==> src/rtl/decoder_result_arbiter.sv <==
// Round-robin merge of add/cancel decoder results into one registered valid/ready stream.
// Optional grant statistics are enabled with the ARB_STATS_EN macro.
module decoder_result_arbiter #(
  parameter int CNT_W = 16
) (
  input  logic             clk,
  input  logic             rst,
  input  logic             add_internal_valid,
  input  logic             add_packet_invalid,
  input  logic [63:0]      add_order_ref,
  input  logic             add_side,
  input  logic [31:0]      add_shares,
  input  logic [31:0]      add_price,
  input  logic [63:0]      add_stock_symbol,
  input  logic             cancel_internal_valid,
  input  logic             cancel_packet_invalid,
  input  logic [63:0]      cancel_order_ref,
  input  logic [31:0]      cancel_canceled_shares,
  output logic             out_valid,
  input  logic             out_ready,
  output logic [7:0]       out_msg_type,
  output logic [63:0]      out_order_ref,
  output logic             out_side,
  output logic [31:0]      out_shares,
  output logic [31:0]      out_price,
  output logic [63:0]      out_stock_symbol,
  output logic [CNT_W-1:0] add_drop_cnt,
  output logic [CNT_W-1:0] cancel_drop_cnt
`ifdef ARB_STATS_EN
  ,
  output logic [CNT_W-1:0] add_grant_cnt,
  output logic [CNT_W-1:0] cancel_grant_cnt
`endif
);

  typedef enum logic {SRC_ADD = 1'b0, SRC_CANCEL = 1'b1} src_e;

  localparam logic [7:0] TYPE_ADD    = 8'h41;
  localparam logic [7:0] TYPE_CANCEL = 8'h58;
  localparam logic [CNT_W-1:0] CNT_MAX = {CNT_W{1'b1}};

  src_e rr_last_q, rr_last_d;
  logic add_pend_q, add_pend_d, cancel_pend_q, cancel_pend_d;
  logic [63:0] add_ref_q, add_sym_q, cancel_ref_q;
  logic [31:0] add_shares_q, add_price_q, cancel_shares_q;
  logic        add_side_q;

  logic        out_valid_q, out_valid_d, out_side_q, out_side_d;
  logic [7:0]  out_type_q, out_type_d;
  logic [63:0] out_ref_q, out_ref_d, out_sym_q, out_sym_d;
  logic [31:0] out_shares_q, out_shares_d, out_price_q, out_price_d;
  logic [CNT_W-1:0] add_drop_q, add_drop_d, cancel_drop_q, cancel_drop_d;

  logic out_free, grant_add, grant_cancel;
  logic add_cap, cancel_cap, add_load, cancel_load;

  // Output handshake: a beat transfers on a cycle with out_valid=1 and out_ready=1;
  // while out_valid=1 and out_ready=0 every out_* field is held.
  always_comb begin
    out_free     = !out_valid_q || out_ready;
    grant_add    = out_free && add_pend_q && (!cancel_pend_q || rr_last_q == SRC_CANCEL);
    grant_cancel = out_free && cancel_pend_q && !grant_add;
    add_cap      = add_internal_valid && !add_packet_invalid;
    cancel_cap   = cancel_internal_valid && !cancel_packet_invalid;
    add_load     = add_cap && (!add_pend_q || grant_add);
    cancel_load  = cancel_cap && (!cancel_pend_q || grant_cancel);
    add_pend_d    = (add_pend_q && !grant_add) || add_cap;
    cancel_pend_d = (cancel_pend_q && !grant_cancel) || cancel_cap;

    add_drop_d    = add_drop_q;
    cancel_drop_d = cancel_drop_q;
    if (add_cap && !add_load && add_drop_q != CNT_MAX)
      add_drop_d = add_drop_q + CNT_W'(1);
    if (cancel_cap && !cancel_load && cancel_drop_q != CNT_MAX)
      cancel_drop_d = cancel_drop_q + CNT_W'(1);

    rr_last_d    = rr_last_q;
    out_valid_d  = out_valid_q;
    out_type_d   = out_type_q;
    out_ref_d    = out_ref_q;
    out_side_d   = out_side_q;
    out_shares_d = out_shares_q;
    out_price_d  = out_price_q;
    out_sym_d    = out_sym_q;
    if (grant_add) begin
      rr_last_d    = SRC_ADD;
      out_valid_d  = 1'b1;
      out_type_d   = TYPE_ADD;
      out_ref_d    = add_ref_q;
      out_side_d   = add_side_q;
      out_shares_d = add_shares_q;
      out_price_d  = add_price_q;
      out_sym_d    = add_sym_q;
    end else if (grant_cancel) begin
      rr_last_d    = SRC_CANCEL;
      out_valid_d  = 1'b1;
      out_type_d   = TYPE_CANCEL;
      out_ref_d    = cancel_ref_q;
      out_side_d   = 1'b0;
      out_shares_d = cancel_shares_q;
      out_price_d  = 32'd0;
      out_sym_d    = 64'd0;
    end else if (out_ready) begin
      out_valid_d = 1'b0;
    end
  end

  always_ff @(posedge clk or negedge rst) begin
    if (!rst) begin
      rr_last_q     <= SRC_CANCEL;
      add_pend_q    <= 1'b0;
      cancel_pend_q <= 1'b0;
      add_drop_q    <= '0;
      cancel_drop_q <= '0;
      out_valid_q   <= 1'b0;
      out_type_q    <= '0;
      out_ref_q     <= '0;
      out_side_q    <= 1'b0;
      out_shares_q  <= '0;
      out_price_q   <= '0;
      out_sym_q     <= '0;
    end else begin
      rr_last_q     <= rr_last_d;
      add_pend_q    <= add_pend_d;
      cancel_pend_q <= cancel_pend_d;
      add_drop_q    <= add_drop_d;
      cancel_drop_q <= cancel_drop_d;
      out_valid_q   <= out_valid_d;
      out_type_q    <= out_type_d;
      out_ref_q     <= out_ref_d;
      out_side_q    <= out_side_d;
      out_shares_q  <= out_shares_d;
      out_price_q   <= out_price_d;
      out_sym_q     <= out_sym_d;
    end
  end

  // Pending payloads are only meaningful while their flag is set, so they carry no reset.
  always_ff @(posedge clk) begin
    if (add_load) begin
      add_ref_q    <= add_order_ref;
      add_side_q   <= add_side;
      add_shares_q <= add_shares;
      add_price_q  <= add_price;
      add_sym_q    <= add_stock_symbol;
    end
    if (cancel_load) begin
      cancel_ref_q    <= cancel_order_ref;
      cancel_shares_q <= cancel_canceled_shares;
    end
  end

  assign out_valid        = out_valid_q;
  assign out_msg_type     = out_type_q;
  assign out_order_ref    = out_ref_q;
  assign out_side         = out_side_q;
  assign out_shares       = out_shares_q;
  assign out_price        = out_price_q;
  assign out_stock_symbol = out_sym_q;
  assign add_drop_cnt     = add_drop_q;
  assign cancel_drop_cnt  = cancel_drop_q;

`ifdef ARB_STATS_EN
  logic [CNT_W-1:0] add_grant_q, cancel_grant_q;
  logic             hs;
  assign hs = out_valid_q && out_ready;

  always_ff @(posedge clk or negedge rst) begin
    if (!rst) begin
      add_grant_q    <= '0;
      cancel_grant_q <= '0;
    end else begin
      if (hs && out_type_q == TYPE_ADD && add_grant_q != CNT_MAX)
        add_grant_q <= add_grant_q + CNT_W'(1);
      if (hs && out_type_q == TYPE_CANCEL && cancel_grant_q != CNT_MAX)
        cancel_grant_q <= cancel_grant_q + CNT_W'(1);
    end
  end

  assign add_grant_cnt    = add_grant_q;
  assign cancel_grant_cnt = cancel_grant_q;
`endif

endmodule

==> config.mk <==
export PLATFORM = sky130hd
export DESIGN_NAME = decoder_result_arbiter
export DESIGN_NICKNAME = d
export VERILOG_FILES = /design/src/rtl/decoder_result_arbiter.sv
export SDC_FILE = /design/constraint.sdc
export NUM_CORES = 1
export LEC_CHECK = 0
export ABC_AREA = 1
export BUFFER_PORTS_ARGS = -buffer_cell sky130_fd_sc_hd__buf_2
export CAP_MARGIN = 40
export CORE_MARGIN = 2
export CORE_UTILIZATION = 47
export DETAILED_ROUTE_END_ITERATION = 8
export PLACE_DENSITY = 0.72
export SYNTH_ARGS = -nofsm -noshare
export SYNTH_HDL_FRONTEND = slang
export SYNTH_SLANG_ARGS = --single-unit
export TNS_END_PERCENT = 20
==> constraint.sdc <==
create_clock -name clk -period 11.2 [get_ports clk]
set_input_delay 2.8 -clock clk [delete_from_list [all_inputs] [get_ports clk]]
set_output_delay 2.8 -clock clk [all_outputs]
set_load 0.005 [all_outputs]
==> summary.md, run 1 <==
| Metric | Value |
|---|---|
| Slew headroom | 0.370 |
| Max clock buf depth | 3 |
| Die X | 205 um |
| GRT overflow | 0 |
| Top cell type's share of synthesized area | 0.457 |
| Power Dens Cells | around 260 mW/mm2 |
| CTS Sinks | 521 |
| CTS tree | built |
| Netlist Area Pre-Place | 0.0190 mm2 |
| Most used DFF post-synth | edfxtp_1 |
| P_int | ~4.2 mW |
| # IOs | 530 |
| Critical path fanouts, max | 59 |
| Root Driver | clkbuf_16 |
| Initial DRC count | 966 |
| PostCTS Resize Cnt | 0 |
| Worst Skew | approximately 0.018 ns |
| Final Max Slew Viols | 0 |
| Starting Density | 0.477 |
| Static leakage | 10.9 nW |
| Core footprint | 0.0398 mm2 |
| Critical-path top delay cell | buf_4 |
| Util after Layout | 0.600 |
| Dpl ws | 5.78 ns |
| YS warnings | 0 |
| Delay-heaviest family, CP | buffers and inverters |
| Synthesized flop and latch total | 521 |
| WP buf/inv | 5 |
| Total Negative Setup Slacks | 0 ns |
| Nets@finish | 2249 |
| Share of layout cells above drive strength 1 | 0.320 |
| Status | finished clean |
| Post-DRT Antenna Nets | 0 |
| Crit end category | flip-flop |
| Synth Area per Inst | 13.4 um2 |
| Post-CTS setup buffers | 0 |
| Cell count after synthesis | between 1k and 1.5k |
| Seq/Total Area, Yosys | 0.763 |
| Setup WS post-layout | roughly 6.4 ns |
| Worst-Margin Slew | 0.945 ns |
| Yosys cell types | 30 |
| Ordered list of cells on the worst path | buf_2 > inv_1 > nor2_1 > inv_1 > a21oi_4 > buf_4 > buf_4 |
| Die Y-Extent | 205 um |
| Die area | 0.0420 mm2 |
| CTS Buf Count | 52 |
| First-pass GRT wire length | 71.7 mm |
| Area delta synth->final | 25.9% |
| Routed len/inst | between 15 and 20 um |
| Worst Hold Class | reg2reg |
| Net Sw Power | about 2 mW |
| Crit path arrival time | 5.00 ns |
| Clock share of power | 0.282 |
| Final hold viol count | 0 |
| Max-Cap Viols | 0 |
| Number of antenna violations at the first check in global routing | 22 |
| Via/cell ratio | 5.05 |
| Final Cycle Share | 0.428 |
| Top post-synthesis cells by area | edfxtp_1, dfrtp_1, nand2_1, a22o_1, o21ai_0 |
| Number of synthesized flops with an enable pin | 289 |
| Later-pin clock latency in the skew report | 0.59 ns |
| Gr usage total | 0.224 |
| CP startpoint kind | input port |
| H-Tree Depth | 2 |
| DR DRC count | 0 |
| Critical Path RT | 11.41 ns |
| Worst vdd ir | 180 uV |
| RSZ-0062 raised after global routing | false |
| Min Tclk post-route | between 4 and 5 ns |
| First-pass iteration count of the detailed router | 5 |
| Kind of critical path | in2reg |
| Via count | 12.8k |
| Yosys top cell by area | edfxtp_1 |
| Clock transition at path regs | 0.06 ns |
| Port bufs | 525 |
| Switch share | 0.317 |
| Synth async-reset ratio | 0.445 |
| Num rows | 73 |
| Comb power frac | 0.266 |
| Number of global-route vias before repair | about 13k |
| Power share of the sequential group | 0.452 |
| Setup violators final | 0 |
| GP Congestion | 0.835 |
| CP peak stage delay | 0.75 ns |
| Detailed placement HPWL | 32.7 mm |
| Routed WL | 47.3 mm |
| Hold-fix buffers, CTS | 0 |
| Largest net degree at the start of global routing | ~120 |
| Max frequency | 209 MHz |
power groups by stage:
stage / Sequential, mW / Clock [mW] / Combinational, mW
2_1_floorplan: 2.83 / 0 / 0.934
3_3_place_gp: 2.80 / 0 / 1.54
3_5_place_dp: 2.81 / 0 / 1.65
4_1_cts: 2.78 / 1.77 / 1.66
5_1_grt: 2.83 / 1.85 / 1.83
6_report: 2.78 / 1.73 / 1.63
layout by cell type (no fill, tap or decap), types with 9 or more instances in the layout:
| master | Yosys | final |
|---|---|---|
| nand3_1 | 72 | 72 |
| nand4_1 | 10 | 10 |
| diode_2 | 0 | 15 |
| clkinv_1 | 0 | 9 |
| buf_2 | 26 | 524 |
| inv_1 | 92 | 92 |
| o21bai_1 | 16 | 16 |
| o21ai_1 | 9 | 9 |
| dfrtp_1 | 231 | 231 |
| xor2_1 | 11 | 11 |
| edfxtp_1 | 289 | 289 |
| a22o_1 | 97 | 97 |
| buf_4 | 24 | 12 |
| o21ai_0 | 90 | 90 |
| nor2_1 | 32 | 32 |
| nand2_1 | 374 | 374 |
| clkbuf_16 | 0 | 53 |
| clkbuf_1 | 9 | 12 |
sequential cells by signal, indices dropped and copies added (netlist names):
signal / flops
out_side: 1
cancel_shares_q: 32
rr_last_q: 1
add_pend_q: 1
add_price_q: 32
out_shares: 32
add_shares_q: 32
cancel_ref_q: 64
add_drop_cnt: 16
out_msg_type: 3
out_order_ref: 64
out_valid: 1
add_side_q: 1
cancel_drop_cnt: 16
add_sym_q: 64
cancel_pend_q: 1
add_ref_q: 64
out_price: 32
out_stock_symbol: 64
final cells by class:
class	instances	area, um2
Multi-Input combinational cell	736	3730
Clock inverter	28	280
Tap cell	525	657
Fill cell	3146	15900
Sequential cell	521	14500
Timing Repair Buffer	544	2910
Clock buffer	70	1440
Antenna cell	15	37.5
Inverter	96	365
Yosys cell counts, drive strengths merged, types with 4 or more instances:
library cell,instances
o21bai,16
o21ai,99
nor2,36
clkbuf,9
nand2,376
dfrtp,231
edfxtp,289
nand3,76
xor2,11
nand4,10
buf,59
nor3,4
a22o,97
inv,96
metal layers:
metal / part of all wire / track usage / vias to the layer above
met5: 0.0012 / 0 / -
met4: 0.046 / 0.109 / 10
met3: 0.083 / 0.0625 / 124
met2: 0.50 / 0.369 / 517
met1: 0.37 / 0.274 / 6185
li1: - / - / 5963
worst paths after layout:
| check | from | end | slack [ns] | cells after the start |
|---|---|---|---|---|
| worst max register to register | rr_last_q | add_ref_q[62] | 8.27 | 6 |
| worst min register to register | add_shares_q[0] | out_shares[0] | 0.45 | 2 |
| worst min-delay path | add_shares_q[0] | out_shares[0] | 0.45 | 2 |
| max in group asynchronous | rst | add_drop_cnt[2] | 7.61 | 2 |
| worst max-delay path | add_internal_valid | add_ref_q[62] | 6.41 | 7 |
| min in group asynchronous | rst | out_stock_symbol[24] | 2.33 | 1 |
cells by family after synthesis:
family	Yosys count	share of synthesized area
adder cells (fa/ha/maj)	2	0.00132
buffers and inverters	164	0.0426
AND/OR/NAND/NOR	503	0.110
flip-flops	521	0.763
XOR/XNOR	11	0.00507
other	1	0.000197
AO/OA/AOI/OAI	216	0.0783
worst reg2reg max path: stages, from the launching register on:
cell	delay, ns
dfstp_2	0.51
inv_1	0.04
nand2_1	0.10
nand3_4	0.15
a21oi_4	0.30
buf_4	0.64
buf_4	0.75
stage by stage:
step	cell area [um2]	hold WS, ns	power, mW	instances
global placement	22000	0.445	4.34	2415
detailed placement	22200	0.449	4.46	2422
finish	23900	0.451	6.15	2535
floorplan	19000	0.442	3.77	1421
global route	23900	0.471	6.51	2535
CTS	23900	0.451	6.21	2520
Note: power is estimated with default switching activity, not from simulation.
==> run 2, diff against run 1 <==
==> constraint.sdc (replaced) <==
create_clock -name clk -period 4.2 [get_ports clk]
set_input_delay 1.05 -clock clk [delete_from_list [all_inputs] [get_ports clk]]
set_output_delay 1.05 -clock clk [all_outputs]
set_load 0.005 [all_outputs]
==> run 2 against run 1 <==
Clock skew is 0.0022 ns lower. Non-clock buffer count is 4 higher. Die area stayed put. Via count is 0.23% lower. Final area hardly changed. Largest cell class unchanged.
==> summary.md, run 2 (same netlist as run 1, synthesis figures left out) <==
| Metric | Value |
|---|---|
| Leading cell type in the layout, fill and taps excluded | buf_2 |
| Final hold viol count | 0 |
| Dpl cell area | 0.0222 mm2 |
| Max clock buf depth | 3 |
| Post-DRT Antenna Nets | 0 |
| Critical path fanouts, max | roughly 130 |
| Worst Skew | roughly 0.016 ns |
| Clock transition at path regs | about 0.060 ns |
| PostCTS Resize Cnt | 0 |
| Routed len/inst | roughly 19 um |
| Routed WL | a little under 50 mm |
| Kind of critical path | in2reg |
| Root Driver | clkbuf_16 |
| Die X | 205 um |
| Number of antenna violations at the first check in global routing | 13 |
| Crit path arrival time | 2.80 ns |
| Setup violators final | 0 |
| Most frequent cells in the layout | buf_2, nand2_1, edfxtp_1, dfrtp_1, a22o_1 |
| Total Negative Setup Slacks | 0 ns |
| H-Tree Depth | 2 |
| Critical Path RT | 4.65 ns |
| Power Dens Cells | about 690 mW/mm2 |
| Later-pin clock latency in the skew report | slightly below 0.6 ns |
| Fill cells | between 3k and 4k |
| Nets@finish | ~2.3k |
| Num rows | 73 |
| Final Cycle Share | 0.558 |
| Max frequency | 426 MHz |
| Crit end category | flip-flop |
| Starting Density | 0.477 |
| CTS tree | built |
| Die Y-Extent | 205 um |
| Min Tclk post-route | 2.35 ns |
| Post-route cell area | 0.0239 mm2 |
| Via count | 12.8k |
| Status | finished clean |
| Die area | about 0.042 mm2 |
| CTS Buf Count | 53 |
| GRT overflow | 0 |
| DR DRC count | 0 |
| Area delta synth->final | 26.0% |
| Worst-Margin Slew | a little under 0.8 ns |
| Largest net degree at the start of global routing | 134 |
| Reg2Reg Depth | 8 |
| CP startpoint kind | input port |
| Util after Layout | 0.601 |
| CTS Sinks | 521 |
| GP Congestion | 0.839 |
| Worst vdd ir | 434 uV |
| Share of layout cells above drive strength 1 | 0.325 |
| Gr usage total | 0.225 |
| Initial DRC count | 811 |
| Worst Hold Class | in2async |
| Number of global-route vias before repair | 12.8k |
| First-pass iteration count of the detailed router | 5 |
| Port bufs | 525 |
| Core footprint | 0.0398 mm2 |
| Max-Cap Viols | 0 |
| Detailed placement HPWL | 32.8 mm |
| # IOs | 530 |
| First-pass GRT wire length | 71.8 mm |
| Register-to-register path setup slack | 1.93 ns |
| Post-CTS setup buffers | 0 |
| Static leakage | 10.9 nW |
| Final Max Slew Viols | 0 |
| Via/cell ratio | slightly above 5 |
| RSZ-0062 raised after global routing | false |
| Hold-fix buffers, CTS | 0 |
| Slew headroom | 0.483 |
-- run 2: cell type report --
type                       instances  area (um2)  area share
clock inverter                    23         204     0.00852
antenna                           14        35.0     0.00146
sequential                       521       14500       0.605
inverter                          96         378      0.0158
clock buffer                      75        1510      0.0631
timing repair buffer             548        2920       0.122
multi-input combinational        736        3740       0.156
tap                              525         657      0.0275
-- run 2: path summary, 6_finish.rpt --
kind                                from                   end
min reg2reg                add_ref_q[51]     out_order_ref[51]
max                            out_ready     out_order_ref[20]
max reg2reg                    rr_last_q     out_order_ref[20]
max in group asynchronous            rst         out_price[17]
min in group clk           add_ref_q[51]     out_order_ref[51]
min                                  rst  out_stock_symbol[32]
-- run 2: through the flow --
step | setup WS, ns | cells | power (mW) | hold slack [ns]
global route | 1.70 | 2534 | 17.3 | 0.480
detailed placement | 1.22 | 2426 | 11.9 | 0.449
floorplan | -0.678 | 1421 | 10.0 | 0.442
global placement | 1.27 | 2426 | 11.7 | 0.445
CTS | 1.84 | 2524 | 16.6 | 0.459
finish | 1.85 | 2538 | 16.4 | 0.456
-- run 2: per-layer routing --
| metal | global-route usage | vias to the layer above | share of wire |
|---|---|---|---|
| li1 | - | 5975 | - |
| met2 | 0.379 | 486 | 0.50 |
| met4 | 0.102 | 6 | 0.036 |
| met5 | 0 | - | 0.00058 |
| met3 | 0.0517 | 105 | 0.073 |
| met1 | 0.278 | 6198 | 0.39 |
-- run 2: power by group --
part / internal (mW) / leakage [nW] / total, mW / switching, mW
clock: 2.69 / 0.851 / 4.60 / 1.92
combinational: 1.72 / 4.52 / 4.37 / 2.64
sequential: 6.78 / 5.52 / 7.44 / 0.663
-- run 2: worst max-delay path: stages --
cell and delay, ns:
buf_2 0.17, inv_12 0.03, nand2_4 0.07, nand3_4 0.13, inv_6 0.32, buf_12 0.39
nand2_1 0.16, o21ai_0 0.11, o21ai_0 0.09
